[src/rtl/coin_round_pkg.sv]
// rtl/coin_round_pkg.sv - shared types, colour codes and golden table for coin_round_ctrl
package coin_round_pkg;

  typedef enum logic [2:0] {
    S_IDLE,
    S_START,
    S_C2,
    S_C1,
    S_C0,
    S_WAIT,
    S_RESP,
    S_GAP
  } state_t;

  localparam logic [1:0] C_00 = 2'b00;
  localparam logic [1:0] C_01 = 2'b01;
  localparam logic [1:0] C_10 = 2'b10;
  localparam logic [1:0] C_11 = 2'b11;

  localparam int RESULT_LAT_MIN = 1;
  localparam int RESULT_LAT_MAX = 15;
  localparam int GAP_CYC_MAX    = 15;
  localparam int CNT_W_MIN      = 1;

  function automatic logic [1:0] expected_color(input logic [2:0] pattern);
    case (pattern)
      3'b001:  return C_01;
      3'b011:  return C_10;
      3'b100:  return C_10;
      3'b110:  return C_01;
      default: return C_00;
    endcase
  endfunction

endpackage

[src/rtl/coin_round_tally.sv]
// rtl/coin_round_tally.sv - three saturating per-colour counters; colour 11 is ignored
module coin_round_tally
  import coin_round_pkg::*;
#(
  parameter int CNT_W = 8
) (
  input  logic             clk,
  input  logic             rst_n,
  input  logic             inc,
  input  logic [1:0]       color,
  output logic [CNT_W-1:0] tally_00,
  output logic [CNT_W-1:0] tally_01,
  output logic [CNT_W-1:0] tally_10
);

  localparam logic [CNT_W-1:0] CNT_MAX = '1;
  localparam logic [CNT_W-1:0] CNT_ONE = CNT_W'(1);

  always_ff @(posedge clk or negedge rst_n) begin
    if (!rst_n) begin
      tally_00 <= '0;
      tally_01 <= '0;
      tally_10 <= '0;
    end else if (inc) begin
      case (color)
        C_00: if (tally_00 != CNT_MAX) tally_00 <= tally_00 + CNT_ONE;
        C_01: if (tally_01 != CNT_MAX) tally_01 <= tally_01 + CNT_ONE;
        C_10: if (tally_10 != CNT_MAX) tally_10 <= tally_10 + CNT_ONE;
        default: ;
      endcase
    end
  end

endmodule

[src/rtl/coin_round_ctrl.sv]
// rtl/coin_round_ctrl.sv - coin datapath round sequencer; COIN_ROUND_CHECK_EN adds golden-table checking
module coin_round_ctrl
  import coin_round_pkg::*;
#(
  parameter int RESULT_LAT = 1,
  parameter int GAP_CYC    = 2,
  parameter int CNT_W      = 8
) (
  input  logic             clk,
  input  logic             rst_n,
  input  logic             req_valid,
  output logic             req_ready,
  input  logic [2:0]       req_pattern,
  output logic             coin_start,
  output logic             coin_bit,
  input  logic [1:0]       coin_color,
  output logic             rsp_valid,
  input  logic             rsp_ready,
  output logic [1:0]       rsp_color,
  output logic [2:0]       rsp_pattern,
  output logic [CNT_W-1:0] tally_00,
  output logic [CNT_W-1:0] tally_01,
  output logic [CNT_W-1:0] tally_10,
  output logic             busy
`ifdef COIN_ROUND_CHECK_EN
  ,
  output logic             chk_err,
  output logic [CNT_W-1:0] err_cnt
`endif
);

  if (RESULT_LAT < RESULT_LAT_MIN || RESULT_LAT > RESULT_LAT_MAX ||
      GAP_CYC < 0 || GAP_CYC > GAP_CYC_MAX || CNT_W < CNT_W_MIN) begin : g_bad_param
    $error("coin_round_ctrl: parameter out of range");
  end

  localparam logic [3:0] WAIT_LAST = 4'(RESULT_LAT - 1);
  localparam logic [3:0] GAP_LAST  = 4'((GAP_CYC == 0) ? 0 : GAP_CYC - 1);

  state_t     state;
  logic [2:0] pattern_q;
  logic [3:0] cnt;
  logic       rsp_fire;

  assign rsp_pattern = pattern_q;
  assign busy        = (state != S_IDLE);
  assign rsp_fire    = rsp_valid && rsp_ready;

  always_ff @(posedge clk or negedge rst_n) begin
    if (!rst_n) begin
      state      <= S_IDLE;
      pattern_q  <= '0;
      cnt        <= '0;
      req_ready  <= 1'b1;
      coin_start <= 1'b0;
      coin_bit   <= 1'b0;
      rsp_valid  <= 1'b0;
      rsp_color  <= C_00;
    end else begin
      case (state)
        S_IDLE: begin
          if (req_valid && req_ready) begin
            pattern_q  <= req_pattern;
            req_ready  <= 1'b0;
            coin_start <= 1'b1;
            coin_bit   <= 1'b0;
            state      <= S_START;
          end
        end
        S_START: begin
          coin_start <= 1'b0;
          coin_bit   <= pattern_q[2];
          state      <= S_C2;
        end
        S_C2: begin
          coin_bit <= pattern_q[1];
          state    <= S_C1;
        end
        S_C1: begin
          coin_bit <= pattern_q[0];
          state    <= S_C0;
        end
        S_C0: begin
          coin_bit <= 1'b0;
          cnt      <= WAIT_LAST;
          state    <= S_WAIT;
        end
        S_WAIT: begin
          if (cnt == 4'd0) begin
            rsp_color <= coin_color;
            rsp_valid <= 1'b1;
            state     <= S_RESP;
          end else begin
            cnt <= cnt - 4'd1;
          end
        end
        S_RESP: begin
          if (rsp_fire) begin
            rsp_valid <= 1'b0;
            if (GAP_CYC == 0) begin
              req_ready <= 1'b1;
              state     <= S_IDLE;
            end else begin
              cnt   <= GAP_LAST;
              state <= S_GAP;
            end
          end
        end
        S_GAP: begin
          if (cnt == 4'd0) begin
            req_ready <= 1'b1;
            state     <= S_IDLE;
          end else begin
            cnt <= cnt - 4'd1;
          end
        end
        default: state <= S_IDLE;
      endcase
    end
  end

  coin_round_tally #(.CNT_W(CNT_W)) u_tally (
    .clk      (clk),
    .rst_n    (rst_n),
    .inc      (rsp_fire),
    .color    (rsp_color),
    .tally_00 (tally_00),
    .tally_01 (tally_01),
    .tally_10 (tally_10)
  );

`ifdef COIN_ROUND_CHECK_EN
  logic             mismatch;
  logic [CNT_W-1:0] unused_err_01;
  logic [CNT_W-1:0] unused_err_10;

  assign mismatch = rsp_fire && (rsp_color != expected_color(pattern_q));
  assign chk_err  = mismatch;

  // Only the 00 lane of this instance is used, as a plain saturating error counter.
  coin_round_tally #(.CNT_W(CNT_W)) u_err_tally (
    .clk      (clk),
    .rst_n    (rst_n),
    .inc      (mismatch),
    .color    (C_00),
    .tally_00 (err_cnt),
    .tally_01 (unused_err_01),
    .tally_10 (unused_err_10)
  );
`endif

endmodule

[config.mk]
export PLATFORM = sky130hd
export DESIGN_NAME = coin_round_ctrl
export DESIGN_NICKNAME = d
export VERILOG_FILES = /design/src/rtl/coin_round_pkg.sv /design/src/rtl/coin_round_tally.sv /design/src/rtl/coin_round_ctrl.sv
export SDC_FILE = /design/constraint.sdc
export NUM_CORES = 1
export LEC_CHECK = 0
export CORE_MARGIN = 2
export CORE_UTILIZATION = 51
export CTS_CLUSTER_SIZE = 8
export DETAILED_ROUTE_END_ITERATION = 10
export PLACE_DENSITY = 0.8
export SKIP_CTS_REPAIR_TIMING = 1
export SYNTH_ARGS = -nofsm -noshare
export SYNTH_HDL_FRONTEND = slang
export SYNTH_SLANG_ARGS = --single-unit
[constraint.sdc]
create_clock -name clk -period 2.1 [get_ports clk]
set_input_delay 0.21 -clock clk [delete_from_list [all_inputs] [get_ports clk]]
set_output_delay 0.21 -clock clk [all_outputs]
set_load 0.01 [all_outputs]
Word level (Yosys, flattened, before mapping):

Cells that the tools add are included.

* register bits after elaboration: 40
* latch bits: 0
* memory bits (writable): 0
* memory bits (read-only): 0
* word-level logic and storage cells: 71
* memories: 0

* add/subtract/negate cells: 4
* multipliers: 0
* div/mod/pow operators: 0
* order comparisons: 0
* equality and inequality tests: 17
* shift operators: 0
* mux-type cells: 16
* bitwise logic cells: 0
* reductions and logical operators: 23

Operators with widths (number)
* $add A8 B1 Y8 const B: 3
* $ne A8 B8 Y1 const B: 3
* $pmux W3 S8: 1
* $reduce_and A3 Y1: 6
* $eq A3 B3 Y1 const B: 4
* $mux W3: 4
* $pmux W4 S3: 1
* $ne A2 B2 Y1 const B: 5
* $mux W4: 2
* $reduce_and A2 Y1: 4
* $eq A3 B2 Y1 const B: 2
* $pmux W1 S2: 3
* $reduce_bool A2 Y1: 3
* $reduce_bool A3 Y1: 2
* $pmux W1 S5: 1
* $reduce_bool A5 Y1: 1
* $logic_not A4 Y1: 1
* $mux W1: 4
* $reduce_and A4 Y1: 1
* $sub A4 B1 Y4 const B: 1
* $eq A3 B1 Y1 const B: 1
* $logic_not A3 Y1: 1
* $eq A2 B1 Y1 const B: 1
* $eq A2 B2 Y1 const B: 1
* other kinds (3): 4

Depth between registers and ports, before layout:

Gate-level depths: netlist (run 1).

* word-level depth: 4
* gate-level depth with buffers: 7

Modules after synthesis:

From an unflattened synthesis (run 1), not the netlist that was laid out.

* cell total of the unflattened synthesis: 192
* area, all modules: 2077.0 um^2

Modules (own cells, without submodules)
* coin_round_tally: instances 1, cells an instance 109, area each 1184.9 um^2, seq. area each 600.6 um^2
* coin_round_ctrl: instances 1, cells an instance 83, area each 892.1 um^2, seq. area each 401.6 um^2

Least setup slack after synthesis (run 1):

No wires, ideal clock.

* kind: register -> register
* from: register state[0]
* to: register state[1]
* data arrival time: 1638 ps
* required time: 1975 ps
* path slack: 337 ps
* stages on the path, launching flop included: 8
* buffers on the path: 1
* clock period less this slack: 1763 ps
* cell sequence: dfrtp_1 > inv_1 > ha_1 > buf_2 > a21bo_2 > o22ai_1 > or2_4 > mux2_4

* word-level cells in the longest chain between the ends: 3
* elaborated cells on any way between the ends: 14
* those cells by class: eq/ne: 11; mux: 1; reduce/logical: 2

Ends and longest elaborated chain
* start, declared: line coin_round_ctrl.sv:40 `state_t state;`
* start signal, assigned: line coin_round_ctrl.sv:51 `state <= S_IDLE;`
* start signal, assigned: line coin_round_ctrl.sv:67 `state <= S_START;`
* start signal, assigned: line coin_round_ctrl.sv:73 `state <= S_C2;`
* $eq A3 B3 Y1 or $logic_not A3 Y1 (tied branches): line coin_round_ctrl.sv:60 `case (state)`
* $ne A2 B2 Y1 (no line)
* $reduce_and A4 Y1 (no line)

Parallel ways exist; a longest one is shown, timed or not.
A chain may end at the register's enable or synchronous reset.

Final worst setup path (run 1):

* from: register state[1]
* to: output port busy

* word-level cells in the longest chain between the ends: 1

Ends and longest elaborated chain
* $reduce_bool A3 Y1: line coin_round_ctrl.sv:46 `assign busy = (state != S_IDLE);`
* end, declared: line coin_round_ctrl.sv:24 `output logic busy`

No other way between the ends.

==> results.yml, run 1 <==
drt:
  detail_route.vias_per_cell: 5.321
  vias: 1527
  first_pass_iters: 4
  drt-wirelength-per-cell_um: 13.91
  drc: 0
  finalWirelength_mm: 3.993
  antenna_left: 0
  drt_iter0_markers: 85
cells_and_area:
  final_cell_mix: "41 x clkdlybuf4s50_1, 39 x dfrtp_1, 16 x xor2_1, 14 x nor2_1, 14 x nand2_1"
  area_growth_pct: 28.77
  final_common_cell: "clkdlybuf4s50_1"
  net_count_of_the_finished_layout: 255
  n_antenna_cell: 0
  post_route_cells_drive_above_1_share_pct: 15.61
  num-fill-cells: 324
  layout.area.seq_um2: 1002
  final_cell_count_no_fill: 287
  area_of_combinational_cells_with_multiple_inputs_um2: 997.2
sta:
  fin_worst_hold_slack_ns: -0.04311
  hold_viol: 39
  fin_ws_ns: 0.1280
  finClkSkew_ns: 0.006469
  relSlewSlack_pct: 66.70
  tightestPinTransition_ns: 0.4995
  rsz0062_at_grt: "false"
  final-setup-viol-count: 0
  period_share_pct: 93.91
  fmaxAchievable_mhz: 507.1
  final_max_slew_violation_count: 0
  timing.setup.tns_ns: 0
  layout_min_cycle_time_ns: 1.972
critical_path:
  timing.critical_path.buf_inv: 3
  path_cells: "inv_1 > ha_2 > nor2b_4 > inv_1 > clkdlybuf4s50_1"
  timing.critical_path.required_ns: 1.89
  critical_path_peak_fanout: 5
  rr_worst_depth: 6
  critPathMaxStageDelay_ns: 0.48
  critical_path.startpoint_type: "flip-flop"
  r2r-start: "state[1]"
  critPathTopFamily: "buffers and inverters"
  worst-r2r-setup-slack_ns: 0.21
  crit_top_cell: "inv_1"
  worst-setup-path-type: "reg -> out"
  critical_path_top_delay_cell: "clkdlybuf4s50_1"
  arrival_ns: 1.76
  timing.rr.end: "state[1]"
  endpoint_kind: "output port"
yosys:
  ys_async_sr_fraction_pct: 100.0
  synth-edff-count: 0
  synth.avg_cell_area_um2: 10.95
  synth.top_cell.area_share_pct: 47.65
  post_synth_inst_count: 187
  seq_area_frac_synth_pct: 48.93
  most_frequently_used_flop_master_after_synthesis: "dfrtp_1"
  synthDistinctLibCells: 46
  postSynthRegisterBits: 40
  synth_largest_area_cell: "dfrtp_1"
  synthesis.area_um2: 2048
  mappedNetlistNets: 206
  synth_area_leaders: "dfrtp_1 48%, xor2_1 6.8%, ha_1 6.1%"
  synth.yosys.warnings: 0
outcome:
  outcome: "finished with violations"
  violations_in_the_final_reports: "negative hold slack"
grt:
  grt_use_total_pct: 19.69
  grt_start_max_net_pins: 41
  globalRoute.totalOverflow: 0
  global_route_wire_length_before_repair_mm: 6.561
  vias_in_the_first_global_route: 1480
  grt_antenna_before_repair: 0
clock_network:
  clkSlewWorstSetupHoldPaths_ns: 0.07
  cts.path.max_buffers: 2
  cts_tree: "done"
  cts_buffers: 5
  ctsHtreeMaxLevel: 2
  insertion_delay_ns: 0.29
  cell_chosen_for_the_clock_root: "clkbuf_8"
  clkSinkCount: 40
placement:
  globalplace.congestion: 0.8358
  post-place-ws_ns: 0.2258
  dp_hpwl_mm: 2.942
  port_buffers: 42
  placed_cells_incl_taps: 279
min_path:
  min-delay-path-class: "in -> async"
power:
  power.ir.vdd_worst_mv: 0.8180
  power.density_nw_per_um2: 1331
  power.total_mw: 3.510
  p_leak_nw: 1.188
floorplanning:
  design.portCount: 43
  fp-row-count: 23
  die_width_um: 67.37
  dieHeight_um: 67.37
  die_area_um2: 4539
  floorplan.initialDensity_pct: 51.95
  design.core.area_um2: 3943
job:
  cap_violations: 0
-- kinds of logic (layout without fill, tap and decap cells) --
kind of cell | count (synthesis) | in the layout | share of synthesized area (%)
compound gates | 28 | 28 | 9.530
xor+xnor | 21 | 21 | 8.980
fa+ha+maj | 10 | 10 | 6.109
buf+inv | 13 | 63 | 2.871
flops | 40 | 40 | 48.93
mux | 10 | 10 | 5.620
simple gates | 65 | 65 | 17.96
-- final cells by class --
class	count	share of cell area (%)
sequential	40	38.00
multi-input combinational	134	37.81
timing repair buffer	45	16.60
clock buffer	8	3.795
tap	50	2.372
inverter	10	1.423
-- layer usage --
layer	vias up	share of wire (%)	track usage, %
li1	754	-	-
met1	732	45	24.78
met2	37	48	31.93
met3	4	5.1	6.833
met4	0	1.3	6.122
met5	-	0	0
-- worst max path at each step --
| stage | depth (start not counted) | slack [ns] | endpoint | from |
|---|---|---|---|---|
| 3_3_place_gp | 7 | 0.30 | state[1] | state[0] |
| 2_1_floorplan | 7 | 0.34 | state[1] | state[0] |
| 6_report | 5 | 0.13 | busy | state[1] |
| 4_1_cts | 5 | 0.01 | busy | state[0] |
| 5_1_grt | 5 | 0.04 | busy | state[1] |
| 3_5_place_dp | 7 | 0.23 | state[1] | state[0] |
-- flip-flops by register name (all words and copies together) (netlist names) --
| name | flops |
|---|---|
| coin_bit | 1 |
| rsp_valid | 1 |
| coin_start | 1 |
| req_ready | 1 |
| u_tally.tally_01 | 8 |
| rsp_color | 2 |
| u_tally.tally_10 | 8 |
| state | 3 |
| u_tally.tally_00 | 8 |
| cnt | 4 |
| rsp_pattern | 3 |
-- stage by stage --
step | util, % | instance area [µm²]
after global routing | 66.90 | 2638
after floorplan | - | 2048
final | 66.90 | 2638
after detailed placement | 64.11 | 2527
after global placement | 64.11 | 2527
after CTS | 66.65 | 2628
-- worst reg2reg max path: stages, from the launching register on --
cell	delay [ns]
dfrtp_1	0.41
inv_1	0.10
ha_1	0.30
o21ai_2	0.28
o22ai_1	0.13
or2_4	0.26
mux2_4	0.29
-- power breakdown --
part / leakage [nW] / internal [mW] / switching (mW) / total, mW
Sequential: 0.515 / 1.02 / 0.306 / 1.33
Clock: 0.0515 / 0.300 / 0.254 / 0.554
Combinational: 0.622 / 0.883 / 0.745 / 1.63
Total: 1.19 / 2.20 / 1.31 / 3.51
-- synth_stat cells (5+ instances only) --
library cell	n
nand3_1	11
inv_1	9
dfrtp_1	39
nor3_1	5
xor2_1	16
ha_1	10
xnor2_1	5
o21ai_1	5
nor2_1	14
mux2_2	8
nand2_1	14
a21oi_1	6
No activity file was read; power rests on OpenSTA's default activity.
==> run 2, diff against run 1 <==
--- a/config.mk
+++ b/config.mk
@@ -10,7 +10,9 @@
 export CTS_CLUSTER_SIZE = 8
 export DETAILED_ROUTE_END_ITERATION = 10
 export PLACE_DENSITY = 0.8
+export SETUP_SLACK_MARGIN = 0.05
 export SKIP_CTS_REPAIR_TIMING = 1
+export SKIP_LAST_GASP = 1
 export SYNTH_ARGS = -nofsm -noshare
 export SYNTH_HDL_FRONTEND = slang
 export SYNTH_SLANG_ARGS = --single-unit
==> constraint.sdc (replaced) <==
create_clock -name clk -period 1.9 [get_ports clk]
set_input_delay 0.19 -clock clk [delete_from_list [all_inputs] [get_ports clk]]
set_output_delay 0.19 -clock clk [all_outputs]
set_load 0.01 [all_outputs]
==> run 2 against run 1 <==
  * Clock power rose by 75%
  * Highest routed layer unchanged
  * Die area unchanged
  * Design area increased by 5.3%
  * The flow now finishes without violations
  * Clock skew rose by 0.0018 ns
  * Worst setup slack improved by 0.022 ns
  * Critical path type is now reg -> reg
  * Global-route usage fell by 0.13 points
  * Non-clock buffer count grew 8
==> results.yml, run 2 (synthesis gave the netlist of run 1 again) <==
cells_and_area:
  finalCoreUtilization_pct: 70.45
  final_cell_count_no_fill: 295
  post_route_cells_drive_above_1_share_pct: 19.59
  net_count_of_the_finished_layout: 263
  area_growth_pct: 35.61
  largestRegisters: "u_tally.tally_00 x8, u_tally.tally_01 x8, u_tally.tally_10 x8"
  n_antenna_cell: 0
  final_common_cell: "clkdlybuf4s50_1"
  final_cell_mix: "40 x clkdlybuf4s50_1, 39 x dfrtp_1, 16 x xor2_1, 14 x nand2_1, 13 x nor2_1"
critical_path:
  timing.critical_path.required_ns: 2.08
  path_cells: "buf_4 > ha_2 > o21ai_2 > o22ai_2 > or2_4 > mux2_4"
  critical_path_peak_fanout: 7
  critPathTopFamily: "flip-flops"
  critical_path.startpoint_type: "flip-flop"
  timing.critical_path.buf_inv: 1
  timing.rr.end: "state[1]"
  arrival_ns: 1.93
  rr_worst_depth: 6
  worst-setup-path-type: "reg -> reg"
  worst-r2r-setup-slack_ns: 0.15
  r2r-start: "state[0]"
  critPathMaxStageDelay_ns: 0.41
  endpoint_kind: "flip-flop"
  critical_path_top_delay_cell: "dfrtp_1"
clock_network:
  cell_chosen_for_the_clock_root: "clkbuf_8"
  cts.path.max_buffers: 2
  insertion_delay_ns: 0.30
  ctsHtreeMaxLevel: 2
  cts_buffers: 5
  cts_tree: "done"
  clkSinkCount: 40
  clkSlewWorstSetupHoldPaths_ns: 0.08
drt:
  finalWirelength_mm: 3.998
  first_pass_iters: 4
  antenna_left: 0
  drt_iter0_markers: 101
  vias: 1564
  drt-wirelength-per-cell_um: 13.55
  drc: 0
  detail_route.vias_per_cell: 5.302
power:
  power.switching_mw: 1.506
  sw_frac_of_total_pct: 34.49
  power.density_nw_per_um2: 1572
  comb_power_share_pct: 44.6
  clock_share_of_power_pct: 22.1
  p_leak_nw: 1.256
  cellInternalPower_mw: 2.860
  power.ir.vdd_worst_mv: 1.085
  share_seq_of_total_power_pct: 33.2
  power.total_mw: 4.366
placement:
  placed_cells_incl_taps: 282
  port_buffers: 42
  globalplace.congestion: 0.8073
  post-place-ws_ns: 0.07057
  dp_hpwl_mm: 2.841
sta:
  fmaxAchievable_mhz: 571.3
  relSlewSlack_pct: 66.86
  final_max_slew_violation_count: 0
  timing.setup.tns_ns: 0
  hold_viol: 0
  layout_min_cycle_time_ns: 1.750
  period_share_pct: 92.12
  fin_ws_ns: 0.1497
  finClkSkew_ns: 0.008256
  tightestPinTransition_ns: 0.4971
  rsz0062_at_grt: "false"
  final-setup-viol-count: 0
min_path:
  min-delay-path-class: "in -> async"
floorplanning:
  dieHeight_um: 67.37
  die_width_um: 67.37
  fp-row-count: 23
  design.core.area_um2: 3943
  design.portCount: 43
  die_area_um2: 4539
  floorplan.initialDensity_pct: 51.95
grt:
  globalRoute.totalOverflow: 0
  grt_use_total_pct: 19.55
  grt_start_max_net_pins: 41
  global_route_wire_length_before_repair_mm: 6.575
  vias_in_the_first_global_route: 1477
  grt_antenna_before_repair: 0
outcome:
  outcome: "finished, final reports clean"
job:
  cap_violations: 0
## run 2: how the worst max path moves through the flow
stage / from / to / slack, ns / depth (start not counted)
5_1_grt: state[0] / state[1] / 0.06 / 7
3_5_place_dp: state[0] / state[1] / 0.07 / 6
3_3_place_gp: state[0] / state[1] / 0.14 / 6
4_1_cts: state[1] / busy / -0.08 / 5
2_1_floorplan: state[0] / state[1] / 0.14 / 7
6_report: state[0] / state[1] / 0.15 / 6
## run 2: cell type report
type / count / area, µm²
clock buffers: 5 / 68.82
inverters: 10 / 37.54
flip-flops and latches: 40 / 1002
clock inverters: 3 / 90.09
repair buffers: 53 / 503.0
multi-input cells: 134 / 1013
fillers: 307 / 1165
well taps: 50 / 62.56
## run 2: per-layer routing
| layer | vias to the layer above | share of wire, % | GRT usage, % |
|---|---|---|---|
| li1 | 775 | - | - |
| met1 | 746 | 46 | 25.54 |
| met2 | 33 | 48 | 30.69 |
| met3 | 10 | 4.0 | 4.500 |
| met4 | 0 | 2.2 | 9.439 |
| met5 | - | 0 | 0 |
## run 2: power by group through the flow
stage | Clock, mW | Combinational (mW) | Sequential [mW]
after global placement | 0 | 1.79 | 1.46
after CTS | 0.978 | 1.84 | 1.46
after detailed placement | 0 | 1.83 | 1.47
final | 0.967 | 1.95 | 1.45
after floorplan | 0 | 1.08 | 1.48
after global routing | 1.01 | 2.16 | 1.50
## run 2: worst min-delay path, delay by kind of cell
family / cells / cell delay, ns
buf+inv: 3 / 1.03
## run 2: metrics by stage
step,cell area [µm²],hold slack (ns)
2_1_floorplan,2048,-0.1056
3_3_place_gp,2550,0.2742
3_5_place_dp,2550,0.2812
4_1_cts,2709,-0.04630
5_1_grt,2778,0.5116
6_report,2778,0.4754
